[src/rtl/pipelined_adder_accum.sv]
// Add/sub/accumulate unit behind a STAGES-deep registered pipeline with valid/ready and flush.
// Optional build macro SATURATE_EN clamps results instead of wrapping modulo 2^WIDTH.
module pipelined_adder_accum #(
  parameter int unsigned WIDTH  = 8,
  parameter int unsigned STAGES = 2
) (
  input  logic             clk,
  input  logic             rst_n,
  input  logic             flush,
  input  logic             in_valid,
  output logic             in_ready,
  input  logic [WIDTH-1:0] a,
  input  logic [WIDTH-1:0] b,
  input  logic [1:0]       mode,
  output logic             out_valid,
  input  logic             out_ready,
  output logic [WIDTH-1:0] sum,
  output logic             carry,
  output logic [WIDTH-1:0] acc_out
);

  localparam logic [1:0] ModeAdd = 2'b00;
  localparam logic [1:0] ModeSub = 2'b01;
  localparam logic [1:0] ModeAcc = 2'b10;

  logic [STAGES-1:0] r_vld;
  logic              r_cry [STAGES];
  logic [WIDTH-1:0]  r_sum [STAGES];
  logic [WIDTH-1:0]  r_acc;

  logic              w_stall;
  logic              w_accept;
  logic [WIDTH:0]    w_raw;
  logic [WIDTH-1:0]  w_sum;
  logic              w_cry;

  assign w_stall  = r_vld[STAGES-1] && !out_ready;
  assign in_ready = !w_stall;
  assign w_accept = in_valid && in_ready && !flush;

  // Result is computed at accept; acc is updated at accept too, so acc beats chain without forwarding.
  always_comb begin
    w_raw = '0;
    case (mode)
      ModeAdd: w_raw = {1'b0, a} + {1'b0, b};
      ModeSub: w_raw = {1'b0, a} - {1'b0, b};
      ModeAcc: w_raw = {1'b0, r_acc} + {1'b0, a};
      default: w_raw = {1'b0, a};
    endcase
    w_cry = w_raw[WIDTH];
`ifdef SATURATE_EN
    if (w_cry) begin
      w_sum = (mode == ModeSub) ? '0 : '1;
    end else begin
      w_sum = w_raw[WIDTH-1:0];
    end
`else
    w_sum = w_raw[WIDTH-1:0];
`endif
  end

  // Stage data only loads behind a valid beat, so the output holds its last value across bubbles.
  always_ff @(posedge clk or negedge rst_n) begin
    if (!rst_n) begin
      r_vld <= '0;
      r_acc <= '0;
      for (int i = 0; i < STAGES; i++) begin
        r_sum[i] <= '0;
        r_cry[i] <= 1'b0;
      end
    end else if (flush) begin
      r_vld <= '0;
      r_acc <= '0;
    end else if (!w_stall) begin
      r_vld <= (r_vld << 1) | STAGES'(w_accept);
      if (w_accept) begin
        r_sum[0] <= w_sum;
        r_cry[0] <= w_cry;
        if (mode[1]) begin
          r_acc <= w_sum;
        end
      end
      for (int i = 1; i < STAGES; i++) begin
        if (r_vld[i-1]) begin
          r_sum[i] <= r_sum[i-1];
          r_cry[i] <= r_cry[i-1];
        end
      end
    end
  end

  assign out_valid = r_vld[STAGES-1];
  assign sum       = r_sum[STAGES-1];
  assign carry     = r_cry[STAGES-1];
  assign acc_out   = r_acc;

endmodule

[config.mk]
export PLATFORM = sky130hd
export DESIGN_NAME = pipelined_adder_accum
export DESIGN_NICKNAME = d
export VERILOG_FILES = /design/src/rtl/pipelined_adder_accum.sv
export SDC_FILE = /design/constraint.sdc
export NUM_CORES = 1
export LEC_CHECK = 0
export ABC_AREA = 1
export ABC_CLOCK_PERIOD_IN_PS = 3650
export BUFFER_PORTS_ARGS = -buffer_cell sky130_fd_sc_hd__buf_2
export CAP_MARGIN = 25
export CORE_MARGIN = 4
export CORE_UTILIZATION = 55
export CTS_CLUSTER_DIAMETER = 50
export CTS_CLUSTER_SIZE = 28
export DETAILED_ROUTE_END_ITERATION = 6
export PLACE_DENSITY = 0.8
export SLEW_MARGIN = 25
export SYNTH_ARGS = -nofsm -noshare
export SYNTH_HDL_FRONTEND = slang
export SYNTH_SLANG_ARGS = --single-unit
[constraint.sdc]
create_clock -name clk -period 3.65 [get_ports clk]
set_clock_uncertainty 0.15 [all_clocks]
set_input_delay 0.1825 -clock clk [delete_from_list [all_inputs] [get_ports clk]]
set_output_delay 0.1825 -clock clk [all_outputs]
set_load 0.03 [all_outputs]
==> results.yml <==
run_status:
  status: "finished clean"
critical_path:
  path_class: "in2reg"
  cpMostUsedCell: "nand2_1"
  crit_chain: "buf_2 > ha_1 > o21ai_0 > o31ai_1 > ha_1 > inv_1 > fa_1 > inv_1 > nand2_1 > nand2_1 > and2_4 > or2_0 > nand3_2 > nand2_1 > o21ai_2"
  slowest_delay_ns: 0.58
  crit_slowest_cell: "ha_1"
  end_kind: "register"
  required_ns: 3.71
  reg2reg_depth: 13
  crit_fanout: 16
  crit_arrival_ns: 2.48
  critPathLaunchType: "input port"
route:
  drtPass1Iterations: 4
  wl_per_cell_um: 12.5
  routed_wl_um: 4370
  drtAntennaViolNets: 0
  drc: 0
  vias_per_cell: 5.25
  vias: 1831
  drt_iter0_drc: 79
place:
  place_ws_ns: 0.911
  portBuffers: 41
  placed_cell_area_um2: 2150
  dpl.hpwl_um: 3470
  dp_cells: 344
  gp_congestion: 0.865
floorplan:
  die_h_um: 67.8
  core-area_um2: 3390
  pin_count: 42
  die_x_um: 67.8
  die-area_um2: 4600
  rows: 21
  initial_utilization: 0.581
clocking:
  cts_root_buffer: "clkbuf_4"
  ctsLongestPathBuffers: 2
  clk_latency_ns: 0.32
  cts_tree: "built"
  numCtsBuffers: 3
  post_cts_buffers: 0
  cts-htree-levels: 1
  clock-sinks: 28
  clk_pin_slew_ns: 0.13
finish:
  syn2layout_area_growth_pct: 11.5
  drive_above_1_share: 0.185
  multi_input_area_um2: 1020
  ff_latch_area_um2: 701
  finalInstanceArea_um2: 2190
  nets: 341
  diodes: 0
  nFillCells: 313
  fin_cells: 349
logic_synthesis:
  synth.cell_area_um2: 1970
  synth_edf_count: 0
  synth.area.top_cells: "dfrtp_1 36%, nand2_1 11%, ha_1 8.3%"
  synth-main-ff-cell: "dfrtp_1"
  ys_seq_area_frac: 0.356
  ys_warn_count: 0
  ys_ff_latch: 28
  synth.net_count: 307
  postSynth.asyncResetShare: 1.00
  syn_inst: 270
  synth.avg_cell_area_um2: 7.29
  synth_top_area_cell: "dfrtp_1"
  synth_top_area_share: 0.356
  synth.distinct_cells: 28
global_route:
  grt_max_degree: 29
  grt_pass1_vias: 1633
  grt_usage: 0.200
  grt_pass1_wl_um: 7090
  antenna_found_initial: 0
  grt_overflow: 0
sta:
  post-route-period-util: 0.662
  timing.slew.headroom: 0.576
  worst_pin_slew_ns: 0.633
  fmax_mhz: 414
  setup_viol: 0
  hold_viol_final: 0
  fin_crit_ns: 2.41
  grt_setup_unrepaired: "no"
  finalWorstSetupSlack_ns: 1.24
  tns_ns: 0
  slew_violations: 0
min_path:
  hold_path.class: "in2reg"
  hold_path_depth: 4
power:
  power_density_nw_per_um2: 414
  total_power_uw: 908
  p_leak_nw: 1.24
  vdd_ir_drop_max_uv: 332
job:
  maxCapViolCount: 0
==> logic make-up after synthesis <==
family / share of synthesized area
buffers and inverters: 0.124
flip-flops: 0.356
multiplexers: 0.00572
AND/OR/NAND/NOR: 0.273
adder cells (fa/ha/maj): 0.0928
AO/OA/AOI/OAI: 0.149
==> metrics by stage <==
stage                     hold slack [ns]  utilization
after CTS                         0.00201        0.647
after floorplan                    -0.263            -
after detailed placement           0.0756        0.634
after global routing               0.0271        0.647
after global placement             0.0717        0.634
final                              0.0136        0.647
==> final timing paths <==
kind,start,endpoint,slack [ns]
setup / recovery,mode[1],r_sum[12],1.24
setup reg to reg,acc_out[0],r_sum[12],1.44
max in group asynchronous,rst_n,r_cry[1],2.71
min in group asynchronous,rst_n,sum[2],0.24
hold reg to reg,r_cry[1],r_cry[1],0.35
hold / removal,out_ready,r_vld[1],0.01
==> power by group <==
group	switching [mW]	internal (mW)
Sequential	0.0259	0.368
Combinational	0.244	0.126
Clock	0.0840	0.0610
==> layer usage <==
| layer | vias to the layer above | global-route usage | routed length, um | share of wire |
|---|---|---|---|---|
| met1 | 843 | 0.271 | 2020 | 0.46 |
| met5 | - | 0 | 0 | 0 |
| met4 | 0 | 0.0298 | 12 | 0.0027 |
| li1 | 941 | - | - | - |
| met3 | 2 | 0.0411 | 262 | 0.060 |
| met2 | 45 | 0.338 | 2070 | 0.47 |
==> state kept, by name, summed over array words and instances (netlist names) <==
name,flops
acc_out,8
r_sum,8
sum,8
r_vld,2
carry,1
r_cry,1
==> what timing repair did <==
item / CTS / global route
endpoints found under the hold margin: 28 / 0
hold buffers: 1 / 0
gates resized for setup: 0 / 0
==> synthesized netlist by cell type (all sizes together), types with 4 or more instances <==
master	instances
a21oi	13
a22oi	5
buf	11
dfrtp	28
ha	13
inv	43
nand2	61
nand3	24
nand3b	4
nor2	22
o21ai	26
or2	5
==> critical path: cells and delay by family <==
kind                     cells  cell delay (ns)
buffers and inverters        3             0.30
adder cells (fa/ha/maj)      3             1.15
AND/OR/NAND/NOR              6             0.60
AO/OA/AOI/OAI                3             0.26
==> cells in the final DEF, fill, tap and decap left out, types with 2 or more instances in the layout <==
cell type   n
nand2_1    60
inv_1      43
buf_2      41
dfrtp_1    28
o21ai_0    25
nor2_1     22
nand3_1    20
a21oi_1    13
ha_1       13
a22oi_1     5
nand3b_1    4
nand3_2     4
or2_2       3
clkbuf_4    3
nand4_1     2
o211ai_1    2
o21a_1      2
o22ai_1     2
==> layout make-up <==
| type | instances | area share |
|---|---|---|
| Timing Repair Buffer | 42 | 0.0981 |
| Tap cell | 46 | 0.0262 |
| Inverter | 43 | 0.0735 |
| Clock buffer | 4 | 0.0165 |
| Multi-Input combinational cell | 186 | 0.466 |
| Sequential cell | 28 | 0.319 |
(Power assumes the default switching activity.)
